[src/rtl/issue_stage_pkg.sv]
// Shared types and constants for the RV32I decode/issue stage.
package issue_stage_pkg;

    // Base-ISA major opcodes that name at least one register operand.
    localparam logic [6:0] OPC_LUI    = 7'b0110111;
    localparam logic [6:0] OPC_AUIPC  = 7'b0010111;
    localparam logic [6:0] OPC_JAL    = 7'b1101111;
    localparam logic [6:0] OPC_JALR   = 7'b1100111;
    localparam logic [6:0] OPC_BRANCH = 7'b1100011;
    localparam logic [6:0] OPC_LOAD   = 7'b0000011;
    localparam logic [6:0] OPC_STORE  = 7'b0100011;
    localparam logic [6:0] OPC_OP_IMM = 7'b0010011;
    localparam logic [6:0] OPC_OP     = 7'b0110011;

    // Architectural register index; 0 doubles as "no register".
    typedef logic [4:0] reg_id_t;

    // RUN issues normally; DRAIN blocks issue while hazard history empties.
    typedef enum logic {
        ST_RUN,
        ST_DRAIN
    } issue_state_t;

endpackage

[src/rtl/issue_stage_rv_reg_fields.sv]
// rv_reg_fields: extracts rs1/rs2/rd from an RV32I instruction word, reporting 0
// for any field the opcode does not actually use so the hazard unit never stalls
// on a phantom dependency.
module rv_reg_fields
    import issue_stage_pkg::*;
(
    input  logic [31:0] instr,
    output reg_id_t     rs1,
    output reg_id_t     rs2,
    output reg_id_t     rd
);

    // funct3 and funct7/immediate bits never select a register.
    logic unused_bits;
    assign unused_bits = ^{instr[31:25], instr[14:12]};

    // Opcode-driven use-gating of the three register fields.
    always_comb begin
        // NOTE: every output gets a default before the case so no path infers a latch.
        rs1 = '0;
        rs2 = '0;
        rd  = '0;
        case (instr[6:0])
            OPC_LUI, OPC_AUIPC, OPC_JAL: begin
                rd = instr[11:7];
            end
            OPC_JALR, OPC_LOAD, OPC_OP_IMM: begin
                rs1 = instr[19:15];
                rd  = instr[11:7];
            end
            OPC_BRANCH, OPC_STORE: begin
                rs1 = instr[19:15];
                rs2 = instr[24:20];
            end
            OPC_OP: begin
                rs1 = instr[19:15];
                rs2 = instr[24:20];
                rd  = instr[11:7];
            end
            default: ;
        endcase
    end

endmodule

[src/rtl/issue_stage.sv]
// issue_stage: ID stage of the 5-stage RV32I pipeline. Holds one fetched
// instruction, exposes its register ids to the hazard unit, applies forwarding
// and launches a registered bundle to EX. After reset or a flush, issue is
// blocked for DRAIN_CYCLES cycles so stale hazard history cannot forward.
// Optional: define ISSUE_PERF_CNT_EN to add stall/issue performance counters.
module issue_stage
    import issue_stage_pkg::*;
#(
    parameter int XLEN         = 32,
    parameter int DRAIN_CYCLES = 2,
    parameter int CNT_W        = 32
) (
    input  logic            clk,
    input  logic            reset,
    input  logic            fetch_valid_in,
    input  logic [31:0]     fetch_instr_in,
    input  logic [XLEN-1:0] fetch_pc_in,
    output logic            fetch_ready_out,
    input  logic            flush_in,
    output reg_id_t         rs1_out,
    output reg_id_t         rs2_out,
    output reg_id_t         rd_out,
    input  logic            stall_in,
    input  logic            fwd1_enable_in,
    input  logic            fwd2_enable_in,
    input  logic [XLEN-1:0] rf_rs1_data_in,
    input  logic [XLEN-1:0] rf_rs2_data_in,
    input  logic [XLEN-1:0] wb_data_in,
    output logic            ex_valid_out,
    output logic [XLEN-1:0] ex_pc_out,
    output logic [31:0]     ex_instr_out,
    output reg_id_t         ex_rd_out,
    output logic [XLEN-1:0] ex_op1_out,
    output logic [XLEN-1:0] ex_op2_out
`ifdef ISSUE_PERF_CNT_EN
    ,
    output logic [CNT_W-1:0] stall_cycles_out,
    output logic [CNT_W-1:0] issued_count_out
`endif
);

    localparam int DW = $clog2(DRAIN_CYCLES + 1);

    if (DRAIN_CYCLES < 1 || CNT_W < 1) begin : g_bad_param
        $error("issue_stage: DRAIN_CYCLES and CNT_W must be at least 1");
    end

    typedef struct packed {
        logic            valid;
        logic [XLEN-1:0] pc;
        logic [31:0]     instr;
        reg_id_t         rd;
        logic [XLEN-1:0] op1;
        logic [XLEN-1:0] op2;
    } ex_bundle_t;

    issue_state_t    state;
    logic [DW-1:0]   drain_cnt;
    logic            id_valid;
    logic [31:0]     id_instr;
    logic [XLEN-1:0] id_pc;
    ex_bundle_t      ex;

    reg_id_t         dec_rs1, dec_rs2, dec_rd;
    logic            id_live, issue, fetch_xfer;
    logic [XLEN-1:0] op1, op2;

    rv_reg_fields u_reg_fields (
        .instr (id_instr),
        .rs1   (dec_rs1),
        .rs2   (dec_rs2),
        .rd    (dec_rd)
    );

    // The held instruction is visible to hazard logic only in RUN and when not being flushed.
    assign id_live         = id_valid && (state == ST_RUN) && !flush_in;
    assign issue           = id_live && !stall_in;
    assign fetch_ready_out = (state == ST_RUN) && !flush_in && (!id_valid || !stall_in);
    assign fetch_xfer      = fetch_valid_in && fetch_ready_out;

    assign rs1_out = id_live ? dec_rs1 : '0;
    assign rs2_out = id_live ? dec_rs2 : '0;
    assign rd_out  = id_live ? dec_rd  : '0;

    // x0 (or an unused source) reads as zero and is never forwarded; otherwise forward beats regfile.
    assign op1 = (rs1_out == '0) ? '0 : (fwd1_enable_in ? wb_data_in : rf_rs1_data_in);
    assign op2 = (rs2_out == '0) ? '0 : (fwd2_enable_in ? wb_data_in : rf_rs2_data_in);

    // Issue FSM, ID holding register and EX launch register.
    always_ff @(posedge clk) begin
        if (reset) begin
            state     <= ST_DRAIN;
            drain_cnt <= DW'(DRAIN_CYCLES);
            id_valid  <= 1'b0;
            id_instr  <= '0;
            id_pc     <= '0;
            ex        <= '0;
        end else begin
            // NOTE: sequential state uses non-blocking assignments only; the later
            // assignment to ex below overrides this bubble default when issuing.
            ex <= '0;
            if (issue) begin
                ex.valid <= 1'b1;
                ex.pc    <= id_pc;
                ex.instr <= id_instr;
                ex.rd    <= rd_out;
                ex.op1   <= op1;
                ex.op2   <= op2;
            end
            case (state)
                ST_RUN: begin
                    if (flush_in) begin
                        // The flush cycle itself is the first blocked cycle.
                        id_valid  <= 1'b0;
                        state     <= ST_DRAIN;
                        drain_cnt <= DW'(DRAIN_CYCLES - 1);
                    end else if (fetch_xfer) begin
                        id_valid <= 1'b1;
                        id_instr <= fetch_instr_in;
                        id_pc    <= fetch_pc_in;
                    end else if (issue) begin
                        id_valid <= 1'b0;
                    end
                end
                ST_DRAIN: begin
                    if (drain_cnt <= DW'(1)) begin
                        state <= ST_RUN;
                    end
                    if (drain_cnt != '0) begin
                        drain_cnt <= drain_cnt - DW'(1);
                    end
                end
                default: state <= ST_DRAIN;
            endcase
        end
    end

    assign ex_valid_out = ex.valid;
    assign ex_pc_out    = ex.pc;
    assign ex_instr_out = ex.instr;
    assign ex_rd_out    = ex.rd;
    assign ex_op1_out   = ex.op1;
    assign ex_op2_out   = ex.op2;

`ifdef ISSUE_PERF_CNT_EN
    logic [CNT_W-1:0] stall_cycles_q, issued_count_q;

    // Count stalled RUN cycles and launched EX bundles; both wrap modulo 2^CNT_W.
    always_ff @(posedge clk) begin
        if (reset) begin
            stall_cycles_q <= '0;
            issued_count_q <= '0;
        end else begin
            if ((state == ST_RUN) && id_valid && stall_in) begin
                stall_cycles_q <= stall_cycles_q + CNT_W'(1);
            end
            if (issue) begin
                issued_count_q <= issued_count_q + CNT_W'(1);
            end
        end
    end

    assign stall_cycles_out = stall_cycles_q;
    assign issued_count_out = issued_count_q;
`endif

endmodule

[config.mk]
export PLATFORM = sky130hd
export DESIGN_NAME = issue_stage
export DESIGN_NICKNAME = d
export VERILOG_FILES = /design/src/rtl/issue_stage_pkg.sv /design/src/rtl/issue_stage_rv_reg_fields.sv /design/src/rtl/issue_stage.sv
export SDC_FILE = /design/constraint.sdc
export NUM_CORES = 1
export LEC_CHECK = 0
export BUFFER_PORTS_ARGS = -buffer_cell sky130_fd_sc_hd__clkbuf_2
export CORE_ASPECT_RATIO = 0.9
export CORE_MARGIN = 3
export CORE_UTILIZATION = 45
export CTS_CLUSTER_SIZE = 10
export DETAILED_ROUTE_END_ITERATION = 8
export GPL_TIMING_DRIVEN = 0
export PLACE_DENSITY = 0.76
export REMOVE_ABC_BUFFERS = 1
export SETUP_SLACK_MARGIN = 0.05
export SYNTH_ARGS = -nofsm -noshare
export SYNTH_HDL_FRONTEND = slang
export SYNTH_SLANG_ARGS = --single-unit
[constraint.sdc]
create_clock -name clk -period 2.35 [get_ports clk]
set_input_delay 0 -clock clk [delete_from_list [all_inputs] [get_ports clk]]
set_output_delay 0 -clock clk [all_outputs]
set_load 0.01 [all_outputs]
==> impl_results.md <==
* Status: finished clean
* Min-delay src: fetch_pc_in[27]
* Worst-Margin Slew at 1210 ps
* CTS Root Cell: clkbuf_16
* Critical path required time at 2350 ps
* Final ANT Viol Nets at 0
* Leading area contributor after synthesis: dfxtp_1
* Die area at 18,200 um^2
* Mapped Cells at 726
* Worst setup path startpoint: id_valid
* CP max FO at 8
* GP Congestion at 0.793
* Max_slew headroom at 19.5%
* Post-synth EDFFs at 0
* Post-route cell area at 12,000 um^2
* Syn avg cell area at 10.3 um^2
* Critical path class: reg2out
* Die width at 142 um
* DRT met1 WL at 9.95 mm
* Top Ports at 317
* Worst EP arrival at 2220 ps
* Top cells by area, synth: dfxtp_1, mux2i_1, nor3_2, and3_1, a21oi_1
* Reg-to-Reg Start: id_valid
* FF+latch count, synth at 202
* Critical Path Start Type: flip-flop
* Clock Sink Count at 202
* Layout cells sized above 1 at 36.5%
* Max-slew violations at 0
* Synth Warn # at 0
* Placed Instance Area at 9210 um^2
* Ys async rst share at 0%
* Fillcell total at 1,104
* Clock period minus worst slack at 2220 ps
* Fin nets at 1,381
* Clk slew on worst S/H paths at 50 ps
* Clock Latency Late Sink at 510 ps
* Ys flop type: dfxtp_1
* Gr ovfl total at 0
* Layout Skew at 23.2 ps
* Maximum VDD drop at 0.676 mV
* Synth cell types at 40
* Core area at 16,200 um^2
* Mapped cell area at 7460 um^2
* Area grow syn2layout at 60.6%
* Worst Hold Class: in2reg
* Maxcap violations at 0
* Most frequent cells after synthesis: dfxtp_1, a21oi_1, o21ai_0
* Met2 wire len at 15.4 mm
* Post-synth top area share at 54.2%
* Vias at 7,707
* First-pass GRT wire length at 44.8 mm
* Initial antenna violation count at 1
* Routed length on met3 at 2.16 mm
* First-pass DRT Iterations at 5
* DR WL/cell at 20.7 um
* RSZ-0062 raised after global routing: no
* H-tree depth at 1
* Tcrit/Tclk final at 94.5%
* CP Capture Type: output pin
* Fmax at 0.450 GHz
* Chip Height at 128 um
* Detail Placement HPWL at 15.0 mm
* Cts bufs inserted at 24
* PD cells at 674 nW/um^2
* Post-Route Setup TNS at 0 ps
* CTS max path bufs at 3
* Final setup viols at 0
* Seq/Total Area, Yosys at 54.2%
* Final wirelength at 29.4 mm
* Most frequent cell after synthesis: dfxtp_1
* DR top layer: met4
* Largest net degree at the start of global routing at 71
* Avg Vias per Cell at 5.42
* Initial DRC count at 520
* DRC at 0
* Initial Utilization at 46.1%
* Number of global-route vias before repair at 8,077
* Static Leak at 5.41 nW
* IO Port Bufs at 316
* Row count at 44
* Final hold vios at 0
* TritonCTS clock tree: yes
* Tot GR Track Use at 31.2%
==> state kept, by name, summed over array words and instances, names as in the netlist <==
register,cells
ex_instr_out,32
ex_rd_out,5
id_valid,1
state,1
drain_cnt,2
ex_valid_out,1
ex_pc_out,32
id_pc,32
ex_op2_out,32
ex_op1_out,32
id_instr,32
==> power breakdown <==
part / switching, W / internal, W
clock: 0.00133 / 0.00204
sequential: 0.0000671 / 0.00352
combinational: 0.000576 / 0.000547
==> what timing repair did <==
action | 4_1_cts | 5_1_grt
pin swaps | 4 | 1
gates resized for setup | 6 | 3
setup buffers | 7 | 3
hold buffers | 193 | 1
hold endpoints to repair | 135 | 6
setup endpoints to repair | 120 | 32
==> worst paths after layout <==
kind / end / slack (ps) / cells after the start
worst min register to register: ex_pc_out[11] / 460 / 1
worst max register to register: ex_op1_out[16] / 160 / 5
worst min-delay path: id_pc[27] / 280 / 4
worst max-delay path: rs1_out[1] / 130 / 5
==> cells by family (layout without fill, tap and decap cells) <==
| logic type | after synthesis | after routing | synth area share [%] |
|---|---|---|---|
| compound gates | 143 | 143 | 10.3 |
| simple gates | 236 | 236 | 21.5 |
| fa+ha+maj | 2 | 2 | 0.335 |
| mux | 64 | 64 | 8.59 |
| buf+inv | 79 | 567 | 5.10 |
| other cells | 0 | 2 | 0 |
| flops | 202 | 202 | 54.2 |
==> worst max-delay path: stages (launching register included) <==
cell and delay (ps):
dfxtp_1 370, or3b_1 570, a2111oi_4 260, buf_4 210
and2_1 160, clkbuf_2 160
==> final cells by class <==
cell class	count	area, um^2	area share (%)
diodes	2	5.00	0.0418
clock buffers	27	653	5.45
clock inverters	1	30.0	0.251
inverters	7	31.3	0.261
multi-input cells	445	3130	26.1
flip-flops and latches	202	4050	33.8
well taps	207	259	2.16
repair buffers	532	3830	32.0
==> layout by cell type, fill, tap and decap left out, drive strengths merged, types with 23 or more instances in the layout <==
cell type and count:
o21ai 66, clkbuf 342, and3 63, a21oi 66
nand3 64, nor3 76, dfxtp 202, buf 23
dlygate4sd3 194, mux2i 64
==> through the flow <==
step / worst slack, ps / cells / power, W / utilization [%] / hold WS, ps
CTS: 85.4 / 1416 / 0.00800 / 73.6 / 275
detailed placement: -622 / 1188 / 0.00440 / 56.9 / 242
finish: 129 / 1423 / 0.00808 / 74.0 / 284
floorplan: -3350 / 654 / 0.00400 / - / 69.1
global route: 62.7 / 1422 / 0.00834 / 74.0 / 300
global placement: -8800 / 1177 / 0.00435 / 55.3 / 237
==> layer usage <==
metal,vias to the layer above,global-route usage (%)
li1,3536,-
met1,3635,33.4
met2,398,55.3
met3,138,7.76
met4,0,19.0
met5,-,0
No activity file was read; power rests on OpenSTA's default activity.
